[config.mk]
export PLATFORM = sky130hd
export DESIGN_NAME = piso_serial_tx
export DESIGN_NICKNAME = d
export VERILOG_FILES = /design/src/rtl/piso_serial_tx.sv
export SDC_FILE = /design/constraint.sdc
export NUM_CORES = 1
export LEC_CHECK = 0
export CAP_MARGIN = 20
export CELL_PAD_IN_SITES_DETAIL_PLACEMENT = 0
export CELL_PAD_IN_SITES_GLOBAL_PLACEMENT = 2
export CORE_MARGIN = 10
export CORE_UTILIZATION = 37
export CTS_CLUSTER_SIZE = 20
export DETAILED_ROUTE_END_ITERATION = 16
export PLACE_DENSITY_LB_ADDON = 0.2
export SLEW_MARGIN = 40
export SYNTH_ARGS = -nofsm -noshare
export SYNTH_HDL_FRONTEND = slang
export SYNTH_SLANG_ARGS = --single-unit
[constraint.sdc]
create_clock -name clk -period 4.28 [get_ports clk]
set_input_delay 0.856 -clock clk [delete_from_list [all_inputs] [get_ports clk]]
set_output_delay 0.856 -clock clk [all_outputs]
set_load 0.03 [all_outputs]
[src/rtl/piso_serial_tx.sv]
// Parallel-in serial-out transmitter: a start bit (0), WIDTH data bits MSB first,
// then a stop bit (1). Each bit is held for DIV clocks, timed by a bit-period counter.
module piso_serial_tx #(
  parameter int WIDTH = 8,
  parameter int DIV   = 50000000
) (
  input  logic             clk,
  input  logic             rst_n,
  input  logic             load,
  input  logic [WIDTH-1:0] p_in,
  output logic             s_out,
  output logic             ready,
  output logic             done
);

  localparam int CW = (DIV > 1) ? $clog2(DIV) : 1;
  localparam int IW = (WIDTH > 1) ? $clog2(WIDTH) : 1;
  localparam logic [CW-1:0] CNT_LAST = CW'(DIV - 1);
  localparam logic [IW-1:0] IDX_LAST = IW'(WIDTH - 1);

  typedef enum logic [1:0] {IDLE, START, DATA, STOP} state_t;

  state_t           state, state_nxt;
  logic [CW-1:0]    cnt, cnt_nxt;
  logic [IW-1:0]    idx, idx_nxt;
  logic [WIDTH-1:0] shreg, shreg_nxt;
  logic             s_out_nxt, ready_nxt, done_nxt;
  logic             tick;

  // Outputs are computed for the state being entered, so they come straight off flops.
  always_comb begin
    state_nxt = state;
    cnt_nxt   = cnt;
    idx_nxt   = idx;
    shreg_nxt = shreg;
    s_out_nxt = s_out;
    ready_nxt = 1'b0;
    done_nxt  = 1'b0;
    tick      = (cnt == CNT_LAST);
    if (state != IDLE) cnt_nxt = tick ? '0 : cnt + CW'(1);
    case (state)
      IDLE: begin
        s_out_nxt = 1'b1;
        ready_nxt = 1'b1;
        if (load) begin
          shreg_nxt = p_in;
          cnt_nxt   = '0;
          idx_nxt   = '0;
          state_nxt = START;
          s_out_nxt = 1'b0;
          ready_nxt = 1'b0;
        end
      end
      START: begin
        if (tick) begin
          state_nxt = DATA;
          s_out_nxt = shreg[WIDTH-1];
        end
      end
      DATA: begin
        if (tick) begin
          if (idx == IDX_LAST) begin
            state_nxt = STOP;
            s_out_nxt = 1'b1;
          end else begin
            idx_nxt   = idx + IW'(1);
            shreg_nxt = shreg << 1;
            s_out_nxt = shreg_nxt[WIDTH-1];
          end
        end
      end
      STOP: begin
        if (tick) begin
          state_nxt = IDLE;
          s_out_nxt = 1'b1;
          ready_nxt = 1'b1;
          done_nxt  = 1'b1;
        end
      end
      default: begin
        state_nxt = IDLE;
        s_out_nxt = 1'b1;
        ready_nxt = 1'b1;
      end
    endcase
  end

  always_ff @(posedge clk) begin
    if (!rst_n) begin
      state <= IDLE;
      cnt   <= '0;
      idx   <= '0;
      shreg <= '0;
      s_out <= 1'b1;
      ready <= 1'b1;
      done  <= 1'b0;
    end else begin
      state <= state_nxt;
      cnt   <= cnt_nxt;
      idx   <= idx_nxt;
      shreg <= shreg_nxt;
      s_out <= s_out_nxt;
      ready <= ready_nxt;
      done  <= done_nxt;
    end
  end

endmodule

; Word-level counts from Yosys, hierarchy flattened
; Index checks and enable logic that the tools add are counted.
[op_classes]
add_sub_neg = 2
multipliers = 0
div = 0
n_lt_le_gt_ge = 0
eq_ne = 11
n_shift = 0
n_mux = 26
bitwise = 0
n_reduce_logical = 7
[op_table]
columns = op, count
row1 = 26-bit 2-to-1 mux, 4
row2 = 26-bit by 1-bit adder with 26-bit output (second input constant), 1
row3 = 26-bit == test (second input constant), 1
row4 = 8-bit 2-to-1 mux, 3
row5 = 8-bit one-hot mux with 2 select lines, 1
row6 = 2-bit != test (second input constant), 6
row7 = 2-bit 2-to-1 mux, 5
row8 = 3-bit 2-to-1 mux, 3
row9 = 2-bit one-hot mux with 4 select lines, 1
row10 = 1-bit 2-to-1 mux, 6
row11 = 3-bit one-hot mux with 2 select lines, 1
row12 = 5-bit AND reduction, 1
row13 = 2-bit == test (second input constant), 2
row14 = 1-bit one-hot mux with 4 select lines, 1
row15 = 4-bit AND reduction, 1
row16 = 2-bit nonzero test, 2
row17 = 3-bit by 1-bit adder with 3-bit output (second input constant), 1
row18 = 3-bit == test (second input constant), 1
row19 = 3-bit AND reduction, 1
row20 = 2-bit by 1-bit == test with 1-bit output (second input constant), 1
row21 = 2-bit logical NOT, 1
row22 = 1-bit one-hot mux with 2 select lines, 1
row23 = 2-bit AND reduction, 1
[totals]
reg_bits = 42
latchBits = 0
mem_bits_rw = 0
mem_bits_ro = 0
in_bits = 11
n_memories = 0

; Logic depth before layout (Yosys ltp)
[depth]
ltp_word = 5
mapped_depth = 9
mapped_depth_nobuf = 7

; Worst setup path after synthesis
; OpenSTA, ideal clock, no wires.
[synth_timing]
path_kind = input to register
startpoint = in load
endpoint = reg idx[1]
t_arrival_ns = 2.352
t_required_ns = 4.209
slack_ns = 1.857
cell_stages = 8
cell_sequence = clkbuf_1 -> nor2b_1 -> clkbuf_1 -> or3_1 -> nor3_1 -> buf_2 -> or3b_2 -> a21oi_1
[synth_via]
elab_chain_len = 2
[synth_lines]
columns = item, line_no
row1 = "start, declared", 9  ; input logic load,
row2 = 2-bit != test (no line), n/a
row3 = 4-bit AND reduction (no line), n/a
row4 = "end signal, assigned", 100  ; idx <= idx_nxt;
row5 = "end, declared", 25  ; logic [IW-1:0] idx, idx_nxt;
; No other way between the ends.
; A chain may end at the register's enable or synchronous reset.

; Worst setup path in the final report
[layout_timing]
startpoint = reg cnt[19]
endpoint = reg cnt[13]
[layout_via]
elab_chain_len = 5
[layout_lines]
columns = item, line_no
row1 = "start, declared", 24  ; logic [CW-1:0] cnt, cnt_nxt;
row2 = "start signal, assigned", 99  ; cnt <= cnt_nxt;
row3 = 26-bit == test *, 39  ; tick = (cnt == CNT_LAST);
row4 = 26-bit 2-to-1 mux * (2 in series), 40  ; if (state != IDLE) cnt_nxt = tick ? '0 : cnt + CW'(1);
row5 = 26-bit 2-to-1 mux, 45  ; if (load) begin
row6 = 26-bit 2-to-1 mux *, 41  ; case (state)
; Mark *: on every way between the ends. The rest lies on a longest branch, timed or not.

==> metrics <==
CTS tree done; Reg power frac 42.8%; FF-to-FF End cnt[13]; final WL 6110 um; Worst R2R Path Depth 6; Reg-to-Reg Start cnt[19]; DR vias 2274; Post-Synthesis Cells 307; register area share after synthesis 35.9%; cts bufs inserted 5; Mapped Avg Cell Area 7.63 um2; initial drt markers 109; final net count 337; Crit Path Class flop to flop; Max Fclk 0.372 GHz; Warnings, synthesis 0; Yosys top cell area share 35.9%; Worst Hold Depth 2; row count 28; EDFF count, synth 0; Post-Synth XOR/XNOR Area 1.12%; gpl congestion 0.783; first-pass GRT wire length 10400 um; Syn Std Cell Area 2340 um2; Yosys reg bits 42; cell taking the most area after synthesis dfxtp_1; finished layout cell area 2680 um2; WP data required 4.44 ns; max_cap viols 0; placed inst area 2560 um2; core area 6030 um2; setup slack, reg-to-reg 1.59 ns; worst hold endpoint s_out; Root Buffer clkbuf_8; Die H 99.5 um; peak supply drop 258 uV; ys async rst share 0%; clk_lat worst skew 0.29 ns; Worst Tran Pin Value 0.735 ns; total gr overflow 0; drt wl/cell 15.5 um; synth top area cells dfxtp_1, nand2_1, a21oi_1; Clock power frac 26.5%; Post-Synth Adder-Cell Area 3.74%; fillers 652; Cell Chain, Critical Path or4bb_1 > nor4_1 > a21boi_2 > buf_4 > a41oi_1 > a31oi_1; leak pwr 0.000899 uW; skew final 0.00557 ns; RSZ-0062 raised after global routing false; maximum number of pins on one net before global-route repair 25; Routed Antenna Nets 0; I/O Buffers 13; Setup-failing EPs final 0; Mapped Nets 325; max-slew violations 0; CTS Buffer Depth 2; Worst setup EP type flop; clk sinks 42; Tmin final 2.69 ns; Tot GR Track Use 12.3%; Area Overhead vs Synth 14.4%; Combinational Power Share 30.7%; part of the cycle the worst path needs 62.8%; Post-CTS Setup Repair Bufs 0; residual DRC count 0; Critical Path AT 2.85 ns; Die X 99.5 um; H-Tree Depth 2; multiplexer area fraction after synthesis 0.855%; vias in the first global route 2116; outcome finished clean; ANT cells 0; max incr delay on CP 0.68 ns; largest fanout on the critical path 24; Top Ports 14; Synth Area in Compound Gates 24.6%; CP startpoint kind flop; share of cells above drive strength 1 7.19%; hold_buf cts 0; initial antenna violation count 0; vias per cell 5.76; Pwr Density 423 nW/um2; relative slew slack 50.5%; worst hold path type flop to flop; setup_tns 0 ns; HPWL Detailed 4290 um; Net Switching 401 uW; die area 9910 um2; CP max stage cell nor4_1; Initial Util 38.8%; synth unique cells 46; clock transition at the registers of the reported paths 0.08 ns; Hold Crit Start s_out; Top FF cell, synth dfxtp_1; Int Power 732 uW; drt first pass iters 4; CTS resizes 0; Hold Violations, Final 0; post-synthesis simple-gate area fraction 30.2%; Net Sw Frac 35.4%; main combinational cell family by area after synthesis simple AND/OR/NAND/NOR gates
sequential cells by signal, indices dropped and copies added, names as in the netlist:
register / flops
s_out: 1
shreg: 8
state: 2
ready: 1
done: 1
idx: 3
cnt: 26
through the flow:
step	utilization, %	instances	power (uW)	worst slack (ns)	hold WS [ns]
2_1_floorplan	-	307	735	1.86	0.447
3_3_place_gp	42.4	387	844	1.41	0.469
3_5_place_dp	42.4	387	842	1.34	0.477
4_1_cts	44.3	395	1150	1.61	0.497
5_1_grt	44.5	395	1210	1.40	0.518
6_report	44.5	395	1130	1.59	0.492
cell usage after synthesis, drive strengths merged, types with 5 or more instances:
master / instances
inv: 6
nor2: 16
dfxtp: 42
o21ai: 14
nand4: 6
nor4: 5
o211ai: 5
a31oi: 15
clkbuf: 11
nand3: 20
o22ai: 7
ha: 7
or3: 5
a21oi: 35
nand2: 50
nand2b: 6
nor3: 10
routing by layer:
metal	vias to the layer above	routed length [um]	GRT usage (%)
li1	1166	-	-
met1	1073	3000	15.5
met2	30	2920	20.9
met3	5	141	2.42
met4	0	45	2.98
met5	-	0	0
area by class of cell:
type	instances	area [um2]	area share (%)
inverter	7	26.3	0.981
multi-input combinational	244	1430	53.5
sequential	42	841	31.4
timing repair buffer	19	175	6.54
tap	75	93.8	3.50
clock buffer	8	110	4.11
power by group through the flow:
| stage | logic [uW] | registers (uW) | clock network (uW) |
|---|---|---|---|
| after floorplan | 238 | 497 | 0 |
| after global placement | 350 | 494 | 0 |
| after detailed placement | 349 | 493 | 0 |
| after CTS | 350 | 484 | 313 |
| after global routing | 393 | 492 | 323 |
| final | 348 | 485 | 300 |
layout by cell type (no fill, tap or decap), types with 2 or more instances in the layout:
cell             netlist  routed
nand2_1               50      50
o22ai_1                7       7
or4_4                  2       2
xor2_1                 2       2
nor2_1                16      16
nand2b_1               6       6
o21ai_1                2       2
or3_1                  5       5
a32oi_1                3       3
o211ai_1               5       5
and2_1                 2       2
a21o_1                 2       2
mux2i_1                2       2
a22oi_1                2       2
a31oi_1               15      15
or4_1                  2       2
inv_1                  6       6
clkbuf_8               0       8
ha_1                   7       7
a21oi_1               35      35
nor3_1                 9       8
clkdlybuf4s50_1        0      13
o21a_1                 2       2
o21ai_0               12      12
nor4_1                 4       3
and3_1                 4       4
nand3_1               20      20
nand4_1                6       6
and4_1                 4       4
dfxtp_1               42      42
or3b_2                 2       2
a211oi_1               2       2
a41oi_1                2       2
nor4_2                 1       2
buf_4                  0       6
how the worst max path moves through the flow:
stage | from | to | slack [ns] | cells past startpoint
4_1_cts | cnt[19] | cnt[13] | 1.61 | 6
3_3_place_gp | rst_n | cnt[13] | 1.41 | 8
2_1_floorplan | load | idx[1] | 1.86 | 8
6_report | cnt[19] | cnt[13] | 1.59 | 6
5_1_grt | cnt[19] | cnt[13] | 1.40 | 6
3_5_place_dp | rst_n | cnt[13] | 1.34 | 8
critical path, delay by kind of cell, from the launching register on:
family,cells,cell delay (ns)
AND/OR/NAND/NOR,2,1.26
flip-flops,1,0.41
buffers and inverters,1,0.31
AO/OA/AOI/OAI,3,0.56
cell families after synthesis:
family / after synthesis
flip-flops: 42
AND/OR/NAND/NOR: 137
multiplexers: 2
XOR/XNOR: 3
AO/OA/AOI/OAI: 95
adder cells (fa/ha/maj): 7
buffers and inverters: 21
Power figures use the tool's default switching activity.
